File: src/rtl/dfd_trace_mem_reader.sv
// Readback engine for the trace sink RAMs: walks a flat word range across all
// instances, absorbs the 1-cycle RAM latency and streams words out on valid/ready.
module dfd_trace_mem_reader #(
    parameter int TRC_RAM_INSTANCES   = 8,
    parameter int TRC_RAM_INDEX_WIDTH = 9,
    parameter int TRC_RAM_DATA_WIDTH  = 64,
    localparam int IW = $clog2(TRC_RAM_INSTANCES),
    localparam int AW = IW + TRC_RAM_INDEX_WIDTH
) (
    input  logic                                                  clk,
    input  logic                                                  reset,
    input  logic                                                  i_trace_active,
    input  logic                                                  i_req_valid,
    output logic                                                  o_req_ready,
    input  logic [AW-1:0]                                         i_req_start_addr,
    input  logic [AW:0]                                           i_req_len,
    input  logic                                                  i_abort,
    output logic [TRC_RAM_INSTANCES-1:0]                          o_mem_chip_en,
    output logic [TRC_RAM_INSTANCES-1:0]                          o_mem_wr_en,
    output logic [TRC_RAM_INSTANCES-1:0]                          o_mem_wr_mask_en,
    output logic [TRC_RAM_INDEX_WIDTH-1:0]                        o_mem_addr,
    input  logic [TRC_RAM_INSTANCES-1:0][TRC_RAM_DATA_WIDTH-1:0]  i_mem_rd_data,
    output logic                                                  o_data_valid,
    input  logic                                                  i_data_ready,
    output logic [TRC_RAM_DATA_WIDTH-1:0]                         o_data,
    output logic                                                  o_data_last,
    output logic                                                  o_rd_busy,
    output logic                                                  o_done,
    output logic                                                  o_err
);

    localparam logic [1:0] ST_IDLE  = 2'd0;
    localparam logic [1:0] ST_READ  = 2'd1;
    localparam logic [1:0] ST_DRAIN = 2'd2;

    // Output stream: a word moves when o_data_valid & i_data_ready in the same cycle;
    // once valid is high, o_data holds until that happens.

    logic [1:0]                    r_state;
    logic [AW-1:0]                 r_rd_ptr;
    logic [AW:0]                   r_issue_rem;
    logic [AW:0]                   r_beat_rem;
    logic                          r_inflight;
    logic [IW-1:0]                 r_inflight_inst;
    logic [TRC_RAM_DATA_WIDTH-1:0] r_fifo [3];
    logic [1:0]                    r_wr_idx;
    logic [1:0]                    r_rd_idx;
    logic [1:0]                    r_cnt;
    logic                          r_err;

    logic w_busy, w_accept, w_len_bad, w_valid, w_pop, w_push;
    logic w_done, w_kill, w_credit, w_issue;

    assign w_busy    = (r_state != ST_IDLE);
    assign o_req_ready = (r_state == ST_IDLE) & ~i_trace_active;
    assign w_accept  = i_req_valid & o_req_ready;
    assign w_len_bad = (i_req_len == '0) | (i_req_len > {1'b1, {AW{1'b0}}});
    assign w_valid   = (r_cnt != 2'd0);
    assign w_pop     = w_valid & i_data_ready;
    assign w_push    = r_inflight;
    assign w_done    = w_busy & w_pop & (r_beat_rem == (AW+1)'(1));
    // A trace restart behaves like an abort; a last-word accept in the same cycle still completes.
    assign w_kill    = w_busy & (i_abort | i_trace_active) & ~w_done;
    // Credit counts FIFO occupancy plus the read in flight, so issue never depends on i_data_ready.
    assign w_credit  = (({1'b0, r_cnt} + {2'b00, r_inflight}) < 3'd3);
    assign w_issue   = (r_state == ST_READ) & (r_issue_rem != '0) & w_credit & ~w_kill;

    assign o_mem_chip_en    = w_issue ? (TRC_RAM_INSTANCES'(1) << r_rd_ptr[AW-1:TRC_RAM_INDEX_WIDTH]) : '0;
    assign o_mem_addr       = w_issue ? r_rd_ptr[TRC_RAM_INDEX_WIDTH-1:0] : '0;
    assign o_mem_wr_en      = '0;
    assign o_mem_wr_mask_en = '0;

    assign o_data_valid = w_valid;
    assign o_data       = w_valid ? r_fifo[r_rd_idx] : '0;
    assign o_data_last  = w_valid & (r_beat_rem == (AW+1)'(1));
    assign o_rd_busy    = w_busy;
    assign o_done       = w_done;
    assign o_err        = r_err;

    always_ff @(posedge clk or posedge reset) begin
        if (reset) begin
            r_state         <= ST_IDLE;
            r_rd_ptr        <= '0;
            r_issue_rem     <= '0;
            r_beat_rem      <= '0;
            r_inflight      <= 1'b0;
            r_inflight_inst <= '0;
            r_wr_idx        <= 2'd0;
            r_rd_idx        <= 2'd0;
            r_cnt           <= 2'd0;
            r_err           <= 1'b0;
        end else begin
            r_err <= (w_accept & w_len_bad) | (w_busy & i_trace_active & ~w_done);
            if (w_kill) begin
                r_state    <= ST_IDLE;
                r_inflight <= 1'b0;
                r_wr_idx   <= 2'd0;
                r_rd_idx   <= 2'd0;
                r_cnt      <= 2'd0;
            end else begin
                case (r_state)
                    ST_IDLE: begin
                        if (w_accept && !w_len_bad) begin
                            r_rd_ptr    <= i_req_start_addr;
                            r_issue_rem <= i_req_len;
                            r_beat_rem  <= i_req_len;
                            r_state     <= ST_READ;
                        end
                    end
                    ST_READ: begin
                        if (w_issue && r_issue_rem == (AW+1)'(1)) r_state <= ST_DRAIN;
                    end
                    ST_DRAIN: begin
                        if (w_done) r_state <= ST_IDLE;
                    end
                    default: r_state <= ST_IDLE;
                endcase
                r_inflight <= w_issue;
                if (w_issue) begin
                    r_inflight_inst <= r_rd_ptr[AW-1:TRC_RAM_INDEX_WIDTH];
                    r_rd_ptr        <= r_rd_ptr + AW'(1);
                    r_issue_rem     <= r_issue_rem - (AW+1)'(1);
                end
                if (w_pop) begin
                    r_beat_rem <= r_beat_rem - (AW+1)'(1);
                    r_rd_idx   <= (r_rd_idx == 2'd2) ? 2'd0 : r_rd_idx + 2'd1;
                end
                if (w_push) begin
                    r_wr_idx <= (r_wr_idx == 2'd2) ? 2'd0 : r_wr_idx + 2'd1;
                end
                r_cnt <= r_cnt + {1'b0, w_push} - {1'b0, w_pop};
            end
        end
    end

    // Data storage needs no reset: o_data is gated by occupancy.
    always_ff @(posedge clk) begin
        if (w_push) r_fifo[r_wr_idx] <= i_mem_rd_data[r_inflight_inst];
    end

endmodule
File: config.mk
export PLATFORM = sky130hd
export DESIGN_NAME = dfd_trace_mem_reader
export DESIGN_NICKNAME = d
export VERILOG_FILES = /design/src/rtl/dfd_trace_mem_reader.sv
export SDC_FILE = /design/constraint.sdc
export NUM_CORES = 1
export LEC_CHECK = 0
export ABC_CLOCK_PERIOD_IN_PS = 8100
export CAP_MARGIN = 20
export CELL_PAD_IN_SITES_DETAIL_PLACEMENT = 0
export CELL_PAD_IN_SITES_GLOBAL_PLACEMENT = 2
export CORE_AREA = 2 2 249 251
export DETAILED_ROUTE_END_ITERATION = 6
export DIE_AREA = 0 0 251 253
export MAX_ROUTING_LAYER = met4
export PLACE_DENSITY = 0.75
export SYNTH_ARGS = -nofsm -noshare
export SYNTH_HDL_FRONTEND = slang
export SYNTH_SLANG_ARGS = --single-unit
File: constraint.sdc
create_clock -name clk -period 8.1 [get_ports clk]
set_input_delay 1.215 -clock clk [delete_from_list [all_inputs] [get_ports clk]]
set_output_delay 1.215 -clock clk [all_outputs]
set_load 0.02 [all_outputs]
=== After elaboration in Yosys (flattened, before gate mapping) ===
Memories as Yosys holds them, arrays and structs flattened.
Index checks and enable logic that the tools add are counted.
Widths: inputs -> output; s select.

* Flip-flop bits (word level): 51
* RAM bits: 192
* Output and inout port bits: 103
* Logic and storage cells: 97
* Memories kept: 1

{| class="wikitable"
|+ Memory list
! name !! words !! width !! read ports !! clocked after memory_dff !! write ports !! line !! RTL
|-
| r_fifo || 3 || 64 || 1 || 0 || 1 || 45 || <nowiki>logic [TRC_RAM_DATA_WIDTH-1:0] r_fifo [3];</nowiki>
|}

* Add/subtract/negate cells: 8
* Order comparisons: 3
* Eq/ne operators: 9
* Shift-type cells: 1
* Muxes and demuxes: 27
* Bitwise operators: 20
* Reduce and logical (&&, ||, !) cells: 18

{| class="wikitable"
|+ Operators by type and width
! operator !! number
|-
| $bmux 64 s3 || 1
|-
| $mux 64 || 2
|-
| $mux 13 || 4
|-
| $mux 12 || 3
|-
| $eq 13x1->1 const B || 2
|-
| $sub 13x1->13 const B || 2
|-
| $mux 2 || 11
|-
| $reduce_bool 2->1 || 8
|-
| $and 1x1->1 || 14
|-
| $gt 13x13->1 const B || 1
|-
| $logic_not 13->1 || 1
|-
| $reduce_bool 13->1 || 1
|-
| $add 12x1->12 const B || 1
|-
| $mux 9 || 1
|-
| $reduce_and 3->1 || 3
|-
| $mux 8 || 1
|-
| $shl 1x3->8 const A || 1
|-
| $eq 2x2->1 const B || 3
|-
| $ne 3x2->1 const B || 2
|-
| $pmux 2 s3 || 1
|-
| $add 2x1->2 const B || 2
|-
| $lt 3x4->1 const B || 1
|-
| $add 2x1->3 || 1
|-
| $lt 3x2->1 const B || 1
|-
| 11 further kinds || 18
|}

=== Logic depth before layout (Yosys ltp) ===
Gate-level depths: netlist of run 1.

* Word-level depth: 12
* Gate-level depth with buffers: 11

=== Worst setup path after synthesis of run 1 ===
OpenSTA, ideal clock, no wires.

* Path kind: flip-flop to flip-flop
* Start: register r_inflight
* End: memory r_fifo[2][0] (enable)
* Arrival: 5127 ps
* Data required time: 7522 ps
* Setup slack: 2395 ps
* Cell stages (with the launch flop): 3
* Cell sequence: dfrtp_1 inv_1 nor3b_1

* Cells in the longest elaborated chain, start to end: 2

{| class="wikitable"
|+ RTL lines
! item !! line !! RTL
|-
| start, declared || 43 || <nowiki>logic r_inflight;</nowiki>
|-
| start signal, assigned || 118 || <nowiki>r_inflight <= w_issue;</nowiki>
|-
| $mux 1 || 138 || <nowiki>if (w_push) r_fifo[r_wr_idx] <= i_mem_rd_data[r_inflight_inst];</nowiki>
|-
| $mux 1 (not written as such) || 138 ||
|-
| end, declared || 45 ||
|}

Every way passes these cells.

=== Final worst setup path of run 1 ===
* Start: input i_trace_active
* End: output o_mem_chip_en[6]

* Cells in the longest elaborated chain, start to end: 6

{| class="wikitable"
|+ RTL lines
! item !! line !! RTL
|-
| start, declared || 12 || <nowiki>input logic i_trace_active,</nowiki>
|-
| $or 1x1->1 || 63 || <nowiki>assign w_kill = w_busy & (i_abort | i_trace_active) & ~w_done;</nowiki>
|-
| $and 1x1->1 (2 in a row) || 63 ||
|-
| $not 1->1 (no source line) || -- ||
|-
| $and 1x1->1 || 66 || <nowiki>assign w_issue = (r_state == ST_READ) & (r_issue_rem != '0) & w_credit & ~w_kill;</nowiki>
|-
| $mux 8 || 68 || <nowiki>assign o_mem_chip_en = w_issue ? (TRC_RAM_INSTANCES'(1) << r_rd_ptr[AW-1:TRC_RAM_INDEX_WIDTH]) : '0;</nowiki>
|-
| end, declared || 18 || <nowiki>output logic [TRC_RAM_INSTANCES-1:0] o_mem_chip_en,</nowiki>
|}

Every way passes these cells.

==> key figures, run 1 <==
Setup path
  – Setup Crit Path Kind: in2out
  – CP max FO: 41
  – Worst Path Buf+Inv: 4
  – Setup crit end kind: output pin
  – Crit-path leading delay family: buffers and inverters
  – Cells along the critical path: clkdlybuf4s50_1, o22a_1, a2111o_1, a211o_1, buf_4, inv_4, nand2_1, nor3_1, clkdlybuf4s50_1
  – Slowest-stage cell, CP: clkdlybuf4s50_1
  – Slowest stage delay, CP: 0.65 ns
  – CP Data Required Time: 6.88 ns
  – Crit start category: primary input
  – Arr. time, crit path: 4.39 ns
  – Worst path most repeated cell: clkdlybuf4s50_1

Floorplanning
  – Die height: 253 um
  – Cell Rows: 91
  – Ports: 646
  – Total Die Area: 63500 um^2
  – Die width: 251 um
  – Core ar.: 61030 um^2
  – Starting Density: 0.2368

Clock network
  – Root buffer cell: clkbuf_16
  – CTS sink count: 243
  – Post-cts resize count: 0
  – # hold bufs at CTS: 0
  – CTS tree: built
  – H-tree levels: 1
  – CTS clk-pin slew, worst paths: 0.05 ns
  – Post-CTS setup buffer count: 0
  – CTS max path bufs: 3
  – Clock Latency Late Sink: 0.58 ns
  – Cts bufs inserted: 28

Yosys
  – Gate Count Post-Synth: 1076
  – Register bit total from synthesis: 243
  – Ys Warns: 0
  – Asr flop ratio synth: 0.2099
  – Mean Syn Cell Area: 13.43 um^2
  – Ys flop type: edfxtp_1
  – Sequential share of the synthesized area: 0.4872
  – Post-synth EDFFs: 192
  – Yosys cell types: 68
  – Mapped Area: 14450 um^2

Routing
  – Vias per inst: 4.693
  – Number of remaining DRC errors: 0
  – Initial drt markers: 588
  – Post-Route WL: 52.17 mm
  – Final ANT Viol Nets: 0
  – Routed vias: 11644
  – Pre-antenna DRT Iters: 6
  – Drt wl/cell: 21.03 um

Pwr
  – Cell Pwr Density: 330.6 nW/um^2
  – Leakage: 7.705 nW
  – Peak supply drop: 0.1518 mV
  – Total chip power: 7.427 mW

Global route
  – Gr ovfl total: 0
  – First-pass GRT wire length: 75.71 mm
  – Largest net degree at the start of global routing: 80
  – Number of global-route vias before repair: 12423
  – GRT Util Overall: 0.1604
  – Antenna violations before repair: 2

STA
  – FMAX: 178.3 MHz
  – Slew headroom: 0.3731
  – Tmin final: 5.607 ns
  – Setup-failing EPs final: 0
  – RSZ-0062 raised after global routing: false
  – Final worst setup slack: 2.493 ns
  – Max Clock Skew: 0.04563 ns
  – Fin crit share: 0.6923
  – Total negative slack: 0 ns
  – Final Hold Viols: 0
  – Max-slew violations: 0
  – WHS: 0.5110 ns
  – Worst Max-Slew Pin Slew: 0.9404 ns

Placement
  – Dpl ws: 2.491 ns
  – DP Area: 21500 um^2
  – I/O Buffers: 629
  – GPL Wtd Cong: 0.8047
  – Placed Instances: 2426
  – HPWL Detailed: 39.01 mm

Run
  – Maxcap violations: 0

Final layout
  – Post-layout util: 0.3681
  – Share of post-route cells with drive strength above 1: 0.1676
  – # fillers: 5921
  – Post-route cell area: 22470 um^2
  – Final cell count without fillers: 2481
  – Nets: 2219
  – P&R area growth vs syn: 55.44%

Outcome
  – Status: finished, final reports clean

Worst hold path
  – Type of the worst min-delay path: reg2reg
[cells in the mapped netlist (all sizes together), types with 7 or more instances]
| master | count | share of area |
|---|---|---|
| mux2 | 70 | 0.055 |
| and2 | 14 | 0.0061 |
| o221a | 9 | 0.0070 |
| nand2 | 19 | 0.0049 |
| o2bb2ai | 7 | 0.0042 |
| mux4 | 128 | 0.20 |
| nor2 | 168 | 0.044 |
| inv | 16 | 0.0043 |
| nand3 | 14 | 0.0048 |
| buf | 51 | 0.021 |
| dfrtp | 51 | 0.088 |
| a21oi | 80 | 0.028 |
| nor4 | 8 | 0.0045 |
| clkbuf | 51 | 0.013 |
| a22oi | 7 | 0.0036 |
| or4 | 8 | 0.0047 |
| ha | 9 | 0.0078 |
| nor3 | 19 | 0.0073 |
| o21ai | 9 | 0.0031 |
| a211oi | 7 | 0.0036 |
| edfxtp | 192 | 0.40 |
| mux2i | 73 | 0.051 |
[metal layers]
metal | track usage | wire length, um
met3 | 0.02837 | 3324
met2 | 0.2828 | 26580
met1 | 0.1894 | 20930
met5 | - | 0
met4 | 0.04065 | 1329
[layout by cell type (no fill, tap or decap), drive strengths merged, types with 16 or more instances in the layout]
cell type / instances
nor3: 19
a21oi: 80
clkbuf: 30
nor2: 168
inv: 16
mux2: 70
clkdlybuf4s50: 629
mux2i: 73
dfrtp: 51
mux4: 128
nand2: 19
conb: 16
buf: 19
edfxtp: 192
[cells by family (layout without fill, tap and decap cells)]
logic type      Yosys count  count (layout)  synth area share
simple gates            280             280           0.09159
mux                     271             271            0.3048
flops                   243             243            0.4872
compound gates          152             152           0.06908
buf+inv                 118             716           0.03809
fa+ha+maj                 9               9          0.007791
xor+xnor                  2               2          0.001212
other cells               1              18         0.0002594
[flip-flops by register name (all words and copies together) (netlist names)]
signal / flops
o_err: 1
r_beat_rem: 13
r_cnt: 2
r_fifo: 192
r_inflight: 1
r_inflight_inst: 3
r_issue_rem: 13
r_rd_idx: 2
r_rd_ptr: 12
r_state: 2
r_wr_idx: 2
[layout make-up]
class	instances	area, um^2	share of cell area
flip-flops and latches	243	7061	0.3143
multi-input cells	730	6947	0.3092
repair buffers	648	6451	0.2871
well taps	790	988.4	0.04400
clock buffers	30	708.2	0.03152
inverters	16	62.56	0.002785
diodes	2	5.005	0.0002228
clock inverters	22	244.0	0.01086
[final timing paths]
path | startpoint | to | slack [ns] | cells past startpoint
worst max-delay path | i_trace_active | o_mem_chip_en[6] | 2.49 | 9
worst min-delay path | r_beat_rem[11] | r_beat_rem[11] | 0.51 | 1
worst max register to register | r_inflight_inst[0] | r_fifo[0][5] | 4.99 | 3
worst min register to register | r_beat_rem[11] | r_beat_rem[11] | 0.51 | 1
max in group asynchronous | reset | r_inflight_inst[1] | 6.39 | 3
min in group asynchronous | reset | o_err | 1.16 | 3
[power breakdown]
part,internal [mW],switching (mW),total (mW)
combinational,1.90,1.98,3.88
clock,0.789,0.516,1.31
sequential,1.89,0.349,2.24
Note: power is estimated with default switching activity, not from simulation.
==> inputs of run 2 (changes only) <==
ABC_CLOCK_PERIOD_IN_PS = 4700   (was 8100)
PLACE_DENSITY = 0.78   (was 0.75)
clock period = 4.7 ns   (was 8.1 ns; I/O delays follow)
==> run 2 against run 1 <==
Clock-buffer cell count grew 3. Via count rose by 1.3%. Critical path depth is the same. Final cell count increased by 0.16%. Global-route usage is 0.28 points lower. Sequential power up 74%. Wire length decreased by 1.2%. Combinational power grew 73%. First-iteration DRC count rose by 7.8%.
==> key figures, run 2 (synthesized netlist as in run 1, its figures left out) <==
Setup path
  – Startpoint of the worst register-to-register path: r_cnt[0]
  – Setup crit end kind: output pin
  – Critical R2R Capture: r_issue_rem[5]
  – Reg2Reg Depth: 9 (+6)
  – Arr. time, crit path: 3.55 ns (-0.84 ns)
  – Crit start category: register
  – CP Data Required Time: 3.99 ns (-2.89 ns)
  – Setup Crit Path Kind: reg2out
  – Setup slack, reg-to-reg: 1.77 ns (-3.22 ns)
  – CP max FO: 12 (-71%)

Pwr
  – Internal power: 7.952 mW (+74%)
  – Leakage: 7.758 nW (+0.68%)
  – Switching power: 4.892 mW (+72%)
  – Total chip power: 12.84 mW (+73%)
  – Cell Pwr Density: 568.9 nW/um^2 (+72%)
  – Sw Ratio: 0.3809 (-0.002322)
  – Flop pwr share: 0.304 (+0.003)
  – Clock Power Share: 0.172 (-0.004)
  – Combinational fraction of design power: 0.524 (about the same)
  – Peak supply drop: 0.3173 mV (+110%)

Clock network
  – H-tree levels: 1 (unchanged)
  – CTS tree: built
  – CTS max path bufs: 3 (unchanged)
  – CTS clk-pin slew, worst paths: 0.07 ns (+0.02 ns)
  – CTS sink count: 243 (unchanged)
  – Clock Latency Late Sink: 0.55 ns (-0.03 ns)
  – # hold bufs at CTS: 0 (unchanged)
  – Root buffer cell: clkbuf_16
  – Post-cts resize count: 0 (unchanged)
  – Cts bufs inserted: 28 (unchanged)
  – Post-CTS setup buffer count: 0 (unchanged)

STA
  – Max-slew violations: 0 (unchanged)
  – FMAX: 235.0 MHz
  – Slew headroom: 0.2672 (-0.1058)
  – Worst Max-Slew Pin Slew: 1.099 ns (+0.1587 ns)
  – Setup-failing EPs final: 0 (unchanged)
  – Tmin final: 4.256 ns
  – Final Hold Viols: 0 (unchanged)
  – Fin crit share: 0.9055
  – Total negative slack: 0 ns (unchanged)
  – Max Clock Skew: 0.01228 ns (-0.03335 ns)
  – RSZ-0062 raised after global routing: false

Final layout
  – Most flop-heavy register: r_fifo
  – P&R area growth vs syn: 56.20%
  – Nets: 2224 (+0.23%)
  – Largest register FFs: 192 (unchanged)
  – Most frequent cells in the layout: clkdlybuf4s50_1, edfxtp_1, nor2_1
  – Post-layout util: 0.3699 (+0.001804)
  – Commonest non-fill, non-tap cell in the layout: clkdlybuf4s50_1
  – Regs by FF count: r_fifo x192, r_beat_rem x13, r_issue_rem x13
  – Share of post-route cells with drive strength above 1: 0.1719 (+0.004329)

Floorplanning
  – Cell Rows: 91 (unchanged)
  – Die height: 253 um (unchanged)
  – Starting Density: 0.2368 (unchanged)
  – Core ar.: 61030 um^2 (unchanged)
  – Ports: 646 (unchanged)
  – Die width: 251 um (unchanged)
  – Total Die Area: 63500 um^2 (unchanged)

Worst hold path
  – Type of the worst min-delay path: reg2reg
  – Worst hold path stage count: 1 (unchanged)
  – Hold Path End: r_issue_rem[11]
  – Hold Path Origin: r_issue_rem[11]

Routing
  – Final ANT Viol Nets: 0 (unchanged)
  – Post-Route WL: 51.57 mm (-1.2%)
  – Routed vias: 11796 (+1.3%)
  – Pre-antenna DRT Iters: 4 (-2)
  – Initial drt markers: 634 (+7.8%)
  – Vias per inst: 4.747 (+1.1%)
  – Drt wl/cell: 20.75 um (-1.3%)
  – Number of remaining DRC errors: 0 (unchanged)

Global route
  – Largest net degree at the start of global routing: 77 (-3.8%)
  – Antenna violations before repair: 1 (-1)
  – Number of global-route vias before repair: 12383 (-0.32%)
  – GRT Util Overall: 0.1576 (-0.002806)
  – Gr ovfl total: 0 (unchanged)
  – First-pass GRT wire length: 74.77 mm (-1.2%)

Placement
  – I/O Buffers: 629 (unchanged)
  – HPWL Detailed: 38.97 mm (about the same)
  – GPL Wtd Cong: 0.8004 (-0.53%)

Run
  – Maxcap violations: 0 (unchanged)

Outcome
  – Status: finished, final reports clean
## run 2: changes by cell type in the layout (fill, tap and decap cells not counted), sizes merged
cell,before,now
clkbuf,30,33
inv,16,17
clkinv,14,11
clkinvlp,3,2
bufinv,5,4
buf,19,24
## run 2: how the worst max path moves through the flow
| stage | endpoint | from |
|---|---|---|
| after floorplan | r_fifo[1][0] | r_wr_idx[0] |
| after CTS | o_mem_chip_en[4] | r_cnt[0] |
| final | o_mem_chip_en[4] | r_cnt[0] |
| after detailed placement | o_mem_chip_en[6] | i_trace_active |
| after global routing | o_mem_chip_en[4] | r_cnt[0] |
| after global placement | o_mem_chip_en[6] | i_trace_active |
## run 2: layer usage
metal	track usage	vias to the layer above	part of all wire
met5	-	-	0
met1	0.1931	5873	0.42
li1	-	5420	-
met4	0.05289	0	0.028
met3	0.02704	73	0.059
met2	0.2639	430	0.50
## run 2: per-stage QoR
step / area [um^2] / hold slack, ns / setup slack (ns) / cells
after floorplan: 14520 / 0.4704 / 1.046 / 1091
after global placement: 21630 / 0.4914 / 0.5392 / 2432
after detailed placement: 21630 / 0.4993 / 0.5195 / 2432
after CTS: 22570 / 0.5160 / 0.3774 / 2483
after global routing: 22570 / 0.5549 / 0.2509 / 2484
final: 22580 / 0.5144 / 0.4441 / 2485
## run 2: cell type report
class	count	area, um^2
antenna	2	5.005
clock buffer	33	740.7
clock inverter	18	196.4
fill	5948	38450
inverter	16	62.56
multi-input combinational	730	6959
sequential	243	7061
tap	790	988.4
timing repair buffer	653	6564
## run 2: critical path, stage by stage, from the launching register on
cell	delay (ns)
dfrtp_1	0.44
ha_1	0.21
ha_1	0.26
and2_1	0.18
a2111o_1	0.45
a211o_1	0.30
inv_4	0.15
nand2_1	0.19
nor3_1	0.19
clkdlybuf4s50_1	0.64
## run 2: power by group through the flow
stage          Combinational (mW)  Clock (mW)  Sequential (mW)
2_1_floorplan                4.56           0             3.51
3_3_place_gp                 6.76           0             3.94
3_5_place_dp                 6.84           0             3.96
4_1_cts                      6.87        2.29             3.92
5_1_grt                      7.29        2.37             4.00
6_report                     6.73        2.21             3.90
==> inputs of run 3 (changes only) <==
CORE_AREA = 2 2 250 252   (was 2 2 249 251)
DIE_AREA = 0 0 252 254   (was 0 0 251 253)
DONT_BUFFER_PORTS = 1   (was not set)
PLACE_DENSITY = 0.55   (was 0.78)
==> run 3 against run 2 <==
Setup slack better by 0.068 ns. Combinational power is 20% lower. First-iteration DRC count decreased by 19%. Clock power decreased by 4%. Worst hold slack got worse by 0.45 ns. Highest routed layer unchanged. Via count down 20%. Die area increased by 0.80%. Global-route usage shrank 1.7 points. Fmax up 1.6%.
==> key figures, run 3 (synthesized netlist as in run 1, its figures left out) <==
Outcome
  – Status: finished, final reports clean

Clock network
  – # hold bufs at CTS: 0 (unchanged)
  – CTS tree: built
  – Post-cts resize count: 0 (unchanged)
  – Root buffer cell: clkbuf_16
  – CTS sink count: 243 (unchanged)
  – CTS max path bufs: 3 (unchanged)
  – H-tree levels: 1 (unchanged)
  – Cts bufs inserted: 30 (+7.1%)
  – Post-CTS setup buffer count: 0 (unchanged)
  – CTS clk-pin slew, worst paths: 0.07 ns (about the same)
  – Clock Latency Late Sink: 0.58 ns (+0.03 ns)

Routing
  – Initial drt markers: 516 (-19%)
  – Final ANT Viol Nets: 0 (unchanged)
  – Top layer in use: met4
  – Wire length on met2: 22.88 mm (-10%)
  – Drt wl/cell: 25.20 um (+21%)
  – Vias per inst: 5.083 (+7.1%)
  – Pre-antenna DRT Iters: 5 (+1)
  – Post-Route WL: 47.07 mm (-8.7%)
  – DRT met1 WL: 19.09 mm (-11%)
  – Routed vias: 9495 (-20%)
  – Number of remaining DRC errors: 0 (unchanged)
  – DR WL met3: 3.294 mm (+9.1%)

Pwr
  – Flop pwr share: 0.344 (+0.040)
  – Peak supply drop: 0.5336 mV (+68%)
  – Combinational fraction of design power: 0.470 (-0.054)
  – Clock Power Share: 0.186 (+0.014)
  – Sw Ratio: 0.4158 (+0.03499)
  – Leakage: 5.246 nW (-32%)
  – Internal power: 6.688 mW (-16%)
  – Cell Pwr Density: 707.2 nW/um^2 (+24%)
  – Switching power: 4.761 mW (-2.7%)

STA
  – Slew headroom: 0.2419 (-0.02534)
  – Tmin final: 4.188 ns (-0.06756 ns)
  – Total negative slack: 0 ns (unchanged)
  – Fin crit share: 0.8911 (-0.01438)
  – Max-slew violations: 0 (unchanged)
  – Worst Max-Slew Pin Slew: 1.137 ns (+0.03801 ns)
  – FMAX: 238.8 MHz (+1.6%)
  – Max Clock Skew: 0.02131 ns (+0.009026 ns)
  – Setup-failing EPs final: 0 (unchanged)
  – RSZ-0062 raised after global routing: false
  – Final Hold Viols: 0 (unchanged)
  – WHS: 0.06472 ns (-0.4497 ns)

Setup path
  – Setup slack, reg-to-reg: 1.45 ns (-0.32 ns)
  – Setup crit end kind: output pin
  – Startpoint of the worst register-to-register path: r_cnt[0]
  – Setup Crit Path Kind: reg2out
  – CP max FO: 19 (+7)
  – Crit start category: register
  – CP Data Required Time: 3.99 ns (about the same)
  – Critical R2R Capture: r_rd_ptr[11]
  – Reg2Reg Depth: 9 (unchanged)
  – Arr. time, crit path: 3.48 ns (-0.07 ns)

Final layout
  – Largest register FFs: 192 (unchanged)
  – P&R area growth vs syn: 12.00%
  – Most flop-heavy register: r_fifo
  – Final cell count without fillers: 1868 (-25%)
  – Nets: 1593 (-28%)
  – Commonest non-fill, non-tap cell in the layout: edfxtp_1
  – Regs by FF count: r_fifo x192, r_beat_rem x13, r_issue_rem x13
  – Most frequent cells in the layout: edfxtp_1, nor2_1, mux4_2
  – Share of post-route cells with drive strength above 1: 0.2669 (+0.09503)

Floorplanning
  – Total Die Area: 64010 um^2 (+0.80%)
  – Cell Rows: 91 (unchanged)
  – Die height: 254 um (+0.40%)
  – Die width: 252 um (+0.40%)
  – Starting Density: 0.2360 (-0.0008804)
  – Core ar.: 61260 um^2 (+0.37%)
  – Ports: 646 (unchanged)

Global route
  – Largest net degree at the start of global routing: 130 (+69%)
  – Number of global-route vias before repair: 9512 (-23%)
  – Gr ovfl total: 0 (unchanged)
  – GRT Util Overall: 0.1404 (-0.01718)
  – First-pass GRT wire length: 63.97 mm (-14%)
  – Antenna violations before repair: 18 (+17)

Worst hold path
  – Type of the worst min-delay path: in2async

Run
  – Maxcap violations: 0 (unchanged)

Placement
  – HPWL Detailed: 33.78 mm (-13%)
  – I/O Buffers: 0 (-100%)
  – GPL Wtd Cong: 0.8050 (+0.57%)
  – Placed Instances: 1799 (-26%)
==> run 3: cell count changes in the layout (fill, tap and decap cells not counted), sizes merged <==
cell / previous run / this run
clkdlybuf4s50: 629 / 0
clkinvlp: 2 / 6
bufinv: 4 / 0
buf: 24 / 20
clkinv: 11 / 12
diode: 2 / 14
clkbuf: 33 / 36
==> run 3: critical path, cell delays in order (launching register included) <==
cell,delay (ns)
dfrtp_1,0.45
ha_1,0.21
ha_1,0.26
and2_1,0.17
a2111o_1,0.44
a211o_1,0.42
inv_4,0.24
nand2_1,0.16
nor3_1,0.55
==> run 3: area by class of cell <==
cell class | count | area (um^2)
clock inverters | 19 | 100.1
fillers | 6313 | 45070
well taps | 790 | 988.4
flip-flops and latches | 243 | 7061
diodes | 14 | 35.03
repair buffers | 20 | 187.7
clock buffers | 36 | 794.5
multi-input cells | 730 | 6959
inverters | 16 | 62.56
==> run 3: per-layer routing <==
layer,vias to the layer above,track usage
met5,-,-
met4,0,0.06458
met3,80,0.02807
met2,479,0.2220
met1,4781,0.1735
li1,4155,-
==> run 3: power groups by stage <==
stage / Sequential (mW) / Clock (mW) / Combinational [mW]
after floorplan: 3.51 / 0 / 4.56
after global placement: 3.99 / 0 / 5.46
after detailed placement: 4.00 / 0 / 5.51
after CTS: 3.96 / 2.24 / 5.53
after global routing: 4.03 / 2.30 / 5.89
final: 3.93 / 2.13 / 5.38
==> run 3: through the flow <==
step                      worst slack, ns  total power [mW]  cell area (um^2)  utilization
after floorplan                     1.046             8.062             14520            -
after CTS                          0.4655             11.73             16150       0.2637
after global placement              1.169             9.452             15260       0.2491
final                              0.5117             11.45             16190       0.2643
after global routing               0.3458             12.22             16190       0.2643
after detailed placement            1.115             9.517             15260       0.2491
==> run 3: worst max-delay path by stage <==
| stage | from | to | slack (ns) | cells past startpoint |
|---|---|---|---|---|
| after global placement | r_cnt[0] | o_mem_chip_en[4] | 1.17 | 8 |
| after detailed placement | r_cnt[0] | o_mem_chip_en[4] | 1.12 | 8 |
| final | r_cnt[0] | o_mem_chip_en[4] | 0.51 | 8 |
| after global routing | r_cnt[0] | o_mem_chip_en[4] | 0.35 | 8 |
| after CTS | r_cnt[0] | o_mem_chip_en[4] | 0.47 | 8 |
| after floorplan | r_wr_idx[0] | r_fifo[1][0] | 1.05 | 2 |
